### config.mk
export PLATFORM = sky130hd
export DESIGN_NAME = nibble_serial_alu_ctrl
export DESIGN_NICKNAME = d
export VERILOG_FILES = /design/src/rtl/nsa_pkg.sv /design/src/rtl/nibble_adder.sv /design/src/rtl/nibble_serial_alu_ctrl.sv
export SDC_FILE = /design/constraint.sdc
export NUM_CORES = 1
export LEC_CHECK = 0
export BUFFER_PORTS_ARGS = -buffer_cell sky130_fd_sc_hd__buf_4
export CAP_MARGIN = 20
export CORE_AREA = 2 2 97 99
export CTS_CLUSTER_SIZE = 10
export DETAILED_ROUTE_END_ITERATION = 10
export DIE_AREA = 0 0 99 101
export PLACE_DENSITY = 0.78
export REMOVE_ABC_BUFFERS = 1
export SETUP_SLACK_MARGIN = 0.4
export SKIP_LAST_GASP = 1
export SLEW_MARGIN = 20
export SYNTH_ARGS = -nofsm -noshare
export SYNTH_HDL_FRONTEND = slang
export SYNTH_HIERARCHICAL = 1
export SYNTH_SLANG_ARGS = --single-unit
### constraint.sdc
create_clock -name clk -period 3 [get_ports clk]
set_input_delay 0.15 -clock clk [delete_from_list [all_inputs] [get_ports clk]]
set_output_delay 0.15 -clock clk [all_outputs]
set_load 0.01 [all_outputs]
### src/rtl/nsa_pkg.sv
// Shared types and constants for the nibble-serial ALU controller.
`timescale 1ns/1ps
package nsa_pkg;

  // Controller states: waiting, sequencing nibbles, result-valid pulse.
  typedef enum logic [1:0] {
    IDLE = 2'd0,
    RUN  = 2'd1,
    DONE = 2'd2
  } nsa_state_t;

  // Width of the shared adder slice.
  localparam int unsigned NIBBLE = 4;

endpackage

### src/rtl/nibble_adder.sv
// 4-bit ripple-carry adder slice; exposes the carry into bit 3 for overflow detection.
`timescale 1ns/1ps
module nibble_adder
  import nsa_pkg::*;
(
  input  logic [NIBBLE-1:0] a,
  input  logic [NIBBLE-1:0] b,
  input  logic              cin,
  output logic [NIBBLE-1:0] sum,
  output logic              c3,
  output logic              cout
);

  logic [NIBBLE:0] carry_c;

  // Ripple the carry through the four bit positions.
  always_comb begin
    carry_c    = '0;
    sum        = '0;
    carry_c[0] = cin;
    for (int i = 0; i < int'(NIBBLE); i++) begin
      sum[i]       = a[i] ^ b[i] ^ carry_c[i];
      carry_c[i+1] = (a[i] & b[i]) | (carry_c[i] & (a[i] ^ b[i]));
    end
  end

  assign c3   = carry_c[NIBBLE-1];
  assign cout = carry_c[NIBBLE];

endmodule

### src/rtl/nibble_serial_alu_ctrl.sv
// Multi-cycle WIDTH-bit add/subtract built from one shared 4-bit adder slice,
// processing one nibble per cycle, least-significant first.
// Optional zero-result flag is enabled by defining NSA_ZERO_FLAG_EN.
`timescale 1ns/1ps
module nibble_serial_alu_ctrl
  import nsa_pkg::*;
#(
  parameter int unsigned WIDTH = 32
) (
  input  logic             clk,
  input  logic             rst,
  input  logic             start,
  input  logic             sub,
  input  logic [WIDTH-1:0] a,
  input  logic [WIDTH-1:0] b,
  output logic             busy,
  output logic             done,
  output logic [WIDTH-1:0] result,
  output logic             cout,
`ifdef NSA_ZERO_FLAG_EN
  output logic             zero,
`endif
  output logic             overflow
);

  localparam int unsigned N     = WIDTH / NIBBLE;
  localparam int unsigned CNT_W = $clog2(N);

  // Reject widths the nibble sequencer cannot handle.
  generate
    if (((WIDTH % NIBBLE) != 0) || (WIDTH < 8)) begin : g_bad_width
      $error("nibble_serial_alu_ctrl: WIDTH must be a multiple of 4 and at least 8");
    end
  endgenerate

  nsa_state_t        state;
  logic [WIDTH-1:0]  a_sr;
  logic [WIDTH-1:0]  b_sr;
  logic              carry;
  logic [CNT_W-1:0]  idx;

  logic [NIBBLE-1:0] slice_sum;
  logic              slice_c3;
  logic              slice_cout;
  logic              last_nibble;

`ifdef NSA_ZERO_FLAG_EN
  logic              zero_acc;
`endif

  // The single shared slice always works on the low nibble of the shift registers.
  nibble_adder u_adder (
    .a    (a_sr[NIBBLE-1:0]),
    .b    (b_sr[NIBBLE-1:0]),
    .cin  (carry),
    .sum  (slice_sum),
    .c3   (slice_c3),
    .cout (slice_cout)
  );

  assign last_nibble = (idx == CNT_W'(N - 1));

  // Sequencer: accept operands, walk the nibbles, pulse done and hold the result.
  always_ff @(posedge clk) begin
    if (rst) begin
      state    <= IDLE;
      a_sr     <= '0;
      b_sr     <= '0;
      carry    <= 1'b0;
      idx      <= '0;
      busy     <= 1'b0;
      done     <= 1'b0;
      result   <= '0;
      cout     <= 1'b0;
      overflow <= 1'b0;
`ifdef NSA_ZERO_FLAG_EN
      zero     <= 1'b0;
      zero_acc <= 1'b0;
`endif
    end else begin
      case (state)
        IDLE, DONE: begin
          done <= 1'b0;
          if (start) begin
            // Subtract is a + ~b + 1: the +1 enters as the initial carry.
            a_sr     <= a;
            b_sr     <= sub ? ~b : b;
            carry    <= sub;
            idx      <= '0;
            busy     <= 1'b1;
            result   <= '0;
            cout     <= 1'b0;
            overflow <= 1'b0;
`ifdef NSA_ZERO_FLAG_EN
            zero     <= 1'b0;
            zero_acc <= 1'b1;
`endif
            state    <= RUN;
          end else begin
            state <= IDLE;
          end
        end
        RUN: begin
          result[NIBBLE * 32'(idx) +: NIBBLE] <= slice_sum;
          a_sr  <= {{NIBBLE{1'b0}}, a_sr[WIDTH-1:NIBBLE]};
          b_sr  <= {{NIBBLE{1'b0}}, b_sr[WIDTH-1:NIBBLE]};
          idx   <= idx + CNT_W'(1);
          carry <= slice_cout;
`ifdef NSA_ZERO_FLAG_EN
          zero_acc <= zero_acc & (slice_sum == '0);
`endif
          if (last_nibble) begin
            cout     <= slice_cout;
            overflow <= slice_cout ^ slice_c3;
            busy     <= 1'b0;
            done     <= 1'b1;
`ifdef NSA_ZERO_FLAG_EN
            zero     <= zero_acc & (slice_sum == '0);
`endif
            state    <= DONE;
          end
        end
        default: begin
          state <= IDLE;
          busy  <= 1'b0;
          done  <= 1'b0;
        end
      endcase
    end
  end

endmodule

==> impl_results.md, run 1 <==
- Status: completed
- Layout area overhead: 20.7%
- Net Switching: 0.787 mW
- RR Startpoint: carry$_SDFFE_PP0P_
- WL met1: 4870 um
- Synth Area per Inst: about 9 um2
- Top delay family on crit path: adder cells
- Placed Area: roughly 0.0055 mm2
- Clock buffer depth: 2
- Max-Cap Viols: 0
- Switching Fraction: 27.5%
- GRT Total Usage: 21.6%
- Met3 routed WL: 697 um
- Initial DRT Pass Iterations: 5
- Worst-margin pin slew: ~0.98 ns
- Crit. path cell count: 9
- RSZ-0062 raised after global routing: false
- Hold worst-path end: a_sr[31]$_SDFFE_PP0P_
- Hold Fails Final Rpt: 0
- Flop2flop setup slack: 0.51 ns
- Drc violations: 0
- Clock share of power: between 30% and 40%
- I/O pin count: 104
- Clk_lat worst skew: between 0.3 and 0.4 ns
- Final Instance Area: ~0.0057 mm2
- Final wirelength: between 10000 and 15000 um
- Number of port buffers: 103
- Sink Count: between 100 and 150
- Worst path slowest cell: fa_1
- Placer Congestion: 0.797
- Highest metal used: met4
- Synthesized flop and latch total: around 110
- Slew HR: 34.1%
- Cells after synthesis: 528
- Vias in the first global route: 3905
- Nets@finish: just under 700
- Initial core utilization: 52.9%
- Num CTS Buffers: 9
- Die footprint: 0.0100 mm2
- Largest net degree at the start of global routing: 89
- Sequential Power Share: 53.1%
- Vias: 4167
- First-pass GRT wire length: 17900 um
- Required time worst endpoint: 3.27 ns
- Logic pwr share: 15.7%
- Hold Startpoint: a[31]
- Post-Syn Area: 0.00475 mm2
- FF-to-FF End: result[31]$_SDFFE_PP0P_
- Detailed placer's ending HPWL: 6970 um
- GRT overflow: 0
- Met2 WL: 5190 um
- Antenna violations before repair: 0
- Total power: 2.86 mW
- Initial DRC Count: 220
- Post-synthesis sequential area ratio: around 45%
- Ant diodes: 0
- Final min period: around 2.5 ns
- Yosys warns: 6
- Die W: 99 um
- Crit path cell chain: fa_1 -> inv_1 -> fa_1 -> fa_1 -> inv_2 -> fa_1 -> nand3b_1 -> nor3_1 -> a31o_2
- Reg clk slew, reported paths: 0.10 ns
- F_max: 402 MHz
- CP arrival: approximately 2.8 ns
- LEAKAGE: 2.30 nW
- Vias per cell: ~5.8
- Synth cell types: 33
- PD cells: 499 mW/mm2
- Period Utilization, post-route: a little over 80%
- Fin Hold WS: 0.0238 ns
- ANT nets after route: 0
- EDFF count, synth: 0
- Worst clock skew: 0.00870 ns
- Most used cell, CP: fa_1
- Worst-case reg-to-reg path depth: 9
- Standard-cell rows: 35
- CTS Root Cell: clkbuf_8
- Final setup violation count: 0
- Final non-filler cell total: 713
- WP buf/inv: 2
- WL/cell: between 15 and 20 um
- Share of cells above drive strength 1: between 20% and 30%
- Primary FF master, synth: dfxtp_1
- Max incr delay on CP: 0.45 ns
- CTS tree: done
- Fraction of registers with async set/reset: 0%
- Aggregate negative setup slack: 0 ns
- Peak VDD IR: 0.310 mV
- H-Tree Depth: 3
- CP Launch Type: flop
- Core Box Area: 0.00898 mm2
- Setup Crit Path Kind: flop to flop
- Critical path capture point type: flop
- CP Max Fanout: 4
- Type of the worst min-delay path: primary input to flop
- Die height: 101 um
- Slew Limit Fails: 0
- Hold depth: 3
- Placed cell count: 695
- Pint: 2.07 mW
## state kept, by name, summed over array words and instances (netlist names)
signal    cells
a_sr         32
b_sr         32
result       32
idx           3
state         2
busy          1
carry         1
cout          1
done          1
overflow      1
## metrics by stage
stage / setup WS [ns] / utilization, %
detailed placement: 0.475 / 61.4
global route: 0.407 / 63.8
finish: 0.513 / 63.8
CTS: 0.456 / 63.7
global placement: 0.539 / 61.4
floorplan: -0.0207 / -
## worst max path at each step
stage,startpoint,end,slack (ns)
final,carry$_SDFFE_PP0P_,result[31]$_SDFFE_PP0P_,0.51
after CTS,a_sr[0]$_SDFFE_PP0P_,result[31]$_SDFFE_PP0P_,0.46
after floorplan,state[0]$_SDFFE_PP0N_,a_sr[0]$_SDFFE_PP0P_,-0.02
after global routing,carry$_SDFFE_PP0P_,result[7]$_SDFFE_PP0P_,0.41
after detailed placement,a_sr[0]$_SDFFE_PP0P_,result[31]$_SDFFE_PP0P_,0.47
after global placement,a_sr[0]$_SDFFE_PP0P_,result[7]$_SDFFE_PP0P_,0.54
## per-layer routing
metal / GRT usage (%) / vias up
li1: - / 2042
met1: 28.4 / 1977
met2: 35.4 / 139
met3: 4.99 / 9
met4: 7.17 / 0
met5: 0 / -
## timing repair
item	4_1_cts	5_1_grt
setup endpoints to repair	0	3
resized for setup	0	3
buffers inserted	0	2
hold buffers	0	0
## worst reg2reg max path: cells and delay by family, from the launching register on
family / cells / cell delay [ns]
fa+ha+maj: 4 / 1.38
flops: 1 / 0.36
simple gates: 2 / 0.29
compound gates: 1 / 0.21
buf+inv: 2 / 0.15
## cells in the mapped netlist, types with 2 or more instances
cell type,n,area [um2]
dfxtp_1,106,2120
nand3_1,90,450
a21oi_1,70,350
a22oi_1,57,428
clkbuf_1,35,131
xor2_1,33,289
mux2i_1,17,170
nand2_1,16,60.1
a31o_2,15,131
inv_1,14,52.6
nor3_1,13,65.1
buf_2,9,45.0
buf_1,7,26.3
nand2b_1,7,43.8
ha_1,5,62.6
nor2_1,5,18.8
fa_1,4,80.1
or2_1,4,25.0
nor4_1,3,18.8
buf_6,2,22.5
nand3b_1,2,15.0
nor2b_1,2,12.5
nor4_4,2,42.5
## power by group through the flow
stage / combinational, mW / clock [mW] / sequential (mW)
after floorplan: 0.259 / 0 / 1.54
after global placement: 0.432 / 0 / 1.55
after detailed placement: 0.443 / 0 / 1.55
after CTS: 0.443 / 0.906 / 1.52
after global routing: 0.497 / 0.965 / 1.53
final: 0.448 / 0.893 / 1.52
## layout make-up
type                       instances  area [um2]
clock buffer                      10         138
multi-input combinational        355        2370
sequential                       106        2120
tap                              111         139
clock inverter                     6        66.3
fill                             757        3250
inverter                          14        52.6
timing repair buffer             111         846
## cell families after synthesis
| family | share of synthesized area, % |
|---|---|
| and+or+nand+nor | 17.1 |
| AOI/OAI and AO/OA | 19.7 |
| DFF | 44.7 |
| buffers and inverters | 5.85 |
| xor gates and xnor gates | 6.09 |
| muxes | 3.58 |
| adders and majority gates | 3.00 |
## cell usage in the layout (no fill, tap or decap), types with 5 or more instances in the layout
cell	instances
a21oi_1	70
inv_1	13
mux2i_1	17
nand2b_1	5
buf_4	110
clkbuf_8	10
a31o_2	15
nand3_1	90
xor2_1	33
nor3_1	13
a22oi_1	57
dfxtp_1	104
nor2_1	5
ha_1	5
nand2_1	16
No activity file was read; power rests on OpenSTA's default activity.
==> run 2: changes to the inputs <==
clock period = 2.4 ns   (was 3 ns; I/O delays follow)
==> run 2 against run 1 <==
Effect of this change:
- first-iteration DRC count rose by 3.6%
- non-clock buffer count rose by 19
- final area rose by 4.6%
- register-to-register slack got worse by 0.48 ns
- setup slack got worse by 0.48 ns
- sequential power rose by 25%
- wire length rose by 3.1%
- critical path depth did not move
- largest cell class unchanged
- cell count rose by 2.7%
- critical endpoint is now result[15]$_SDFFE_PP0P_
- highest routed layer unchanged
- clock skew rose by 0.0034 ns
==> impl_results.md, run 2 (synthesis results as in run 1) <==
- Status: completed
- Vias: ~4200
- Pint: around 2.6 mW
- Largest net degree at the start of global routing: 70
- CP Launch Type: flop
- Max-Cap Viols: 0
- Clock buffer depth: 2
- Final non-filler cell total: 732
- Worst-case reg-to-reg path depth: 9
- WL/cell: 15.3 um
- Initial core utilization: 52.9%
- Sink Count: 106
- RSZ-0062 raised after global routing: true
- Final min period: 2.37 ns
- Die height: about 100 um
- RR Startpoint: a_sr[0]$_SDFFE_PP0P_
- Placer Congestion: 0.790
- Die footprint: 0.0100 mm2
- Peak VDD IR: between 0.3 and 0.4 mV
- Hold Fails Final Rpt: 0
- LEAKAGE: 2.42 nW
- # fillers: 720
- CP arrival: 2.64 ns
- Regs by FF count: a_sr (32), b_sr (32), result (32)
- Initial DRC Count: ~230
- Period Utilization, post-route: approximately 100%
- First-pass GRT wire length: 18100 um
- Number of port buffers: 103
- Placed cell count: 702
- CTS Root Cell: clkbuf_8
- Ant diodes: 0
- Layout area overhead: 26.3%
- Antenna violations before repair: 0
- Nets@finish: 693
- Commonest non-fill, non-tap cell in the layout: buf_4
- H-Tree Depth: 3
- Most frequent cells in the layout: 122 x buf_4, 101 x dfxtp_1, 90 x nand3_1, 69 x a21oi_1, 56 x a22oi_1
- Clock share of power: between 30% and 40%
- F_max: 423 MHz
- Standard-cell rows: 35
- Die W: 99 um
- PD cells: 607 mW/mm2
- GRT Total Usage: 22.0%
- Slew Limit Fails: 0
- Initial DRT Pass Iterations: 5
- Vias per cell: roughly 5.7
- Core Box Area: 0.00898 mm2
- Worst clock skew: 0.0121 ns
- Hold depth: 2
- Critical path startpoint: a_sr[0]$_SDFFE_PP0P_
- GRT overflow: 0
- Hold worst-path end: overflow$_SDFFE_PP0P_
- I/O pin count: 104
- Vias in the first global route: between 3000 and 4000
- Flop2flop setup slack: ~0.034 ns
- Type of the worst min-delay path: primary input to flop
- Num CTS Buffers: 9
- Switching Fraction: 28.2%
- Worst-margin pin slew: 0.698 ns
- Detailed placer's ending HPWL: 7230 um
- Share of cells above drive strength 1: between 30% and 40%
- FF-to-FF End: result[15]$_SDFFE_PP0P_
- Reg clk slew, reported paths: 0.10 ns
- Final setup violation count: 0
- ANT nets after route: 0
- Drc violations: 0
- Setup Crit Path Kind: flop to flop
- CP Max Fanout: 4
- Critical path capture point type: flop
- Clk_lat worst skew: 0.37 ns
- Layout Utilization: about two thirds
- Slew HR: between 50% and 60%
- CTS tree: done
- Final wirelength: 11200 um
- Net Switching: slightly above 1 mW
- Logic pwr share: between 15 and 20%
- Sequential Power Share: 52.2%
- Required time worst endpoint: 2.67 ns
- Fin Hold WS: 0.0112 ns
- Hold Startpoint: rst
- Total power: 3.64 mW
run 2: cell count changes in the layout (fill, tap and decap cells not counted), moves of 3 or more:
cell | before | now
dlygate4sd3_1 | 0 | 4
fa_1 | 4 | 1
buf_4 | 110 | 122
dfxtp_1 | 104 | 101
inv_6 | 0 | 3
fa_2 | 0 | 3
run 2: critical path: stages, from the launching register on:
cell      delay (ns)
dfxtp_2         0.35
fa_1            0.17
inv_1           0.05
fa_2            0.33
fa_2            0.34
inv_2           0.07
fa_2            0.45
nand3b_1        0.21
nor3_1          0.08
a31o_2          0.22
run 2: stage by stage:
step                      area [um2]  setup slack, ns  setup TNS [ns]
final                           6000           0.0344               0
after CTS                       5850           0.0633               0
after floorplan                 4520           -0.621          -39.82
after global routing            6000          -0.0764          -0.195
after detailed placement        5580          -0.0670          -0.196
after global placement          5580          -0.0197         -0.0548
run 2: final cells by class:
cell class / count / area [um2] / area share [%]
clock inverters: 7 / 73.8 / 1.23
well taps: 111 / 139 / 2.32
flip-flops and latches: 106 / 2130 / 35.5
clock buffers: 9 / 124 / 2.07
multi-input cells: 355 / 2460 / 41.1
repair buffers: 130 / 1010 / 16.9
inverters: 14 / 52.6 / 0.876
run 2: what timing repair did:
| action | in CTS | in global routing |
|---|---|---|
| buffers inserted | 2 | 8 |
| setup endpoints to repair | 34 | 35 |
| pin swaps | 5 | 7 |
| endpoints found under the hold margin | 4 | 0 |
| hold buffers | 4 | 0 |
| gates resized for setup | 11 | 20 |
run 2: layer usage:
layer | global-route usage, % | vias up | wire length (um)
met5 | 0 | - | 0
met2 | 33.6 | 125 | 5450
met3 | 4.51 | 17 | 575
met1 | 30.6 | 1966 | 4970
li1 | - | 2079 | -
met4 | 8.43 | 0 | 197
run 2: worst max path at each step:
stage | end | slack [ns] | depth (start not counted)
after floorplan | a_sr[0]$_SDFFE_PP0P_ | -0.62 | 3
after global placement | result[7]$_SDFFE_PP0P_ | -0.02 | 9
after detailed placement | result[31]$_SDFFE_PP0P_ | -0.07 | 9
after CTS | result[7]$_SDFFE_PP0P_ | 0.06 | 9
after global routing | result[15]$_SDFFE_PP0P_ | -0.08 | 9
final | result[15]$_SDFFE_PP0P_ | 0.03 | 9
run 2: power by group through the flow:
| stage | clock network [mW] | registers, mW | logic, mW |
|---|---|---|---|
| after floorplan | 0 | 1.93 | 0.324 |
| after global placement | 0 | 1.93 | 0.556 |
| after detailed placement | 0 | 1.94 | 0.573 |
| after CTS | 1.13 | 1.90 | 0.587 |
| after global routing | 1.21 | 1.91 | 0.684 |
| final | 1.12 | 1.90 | 0.623 |
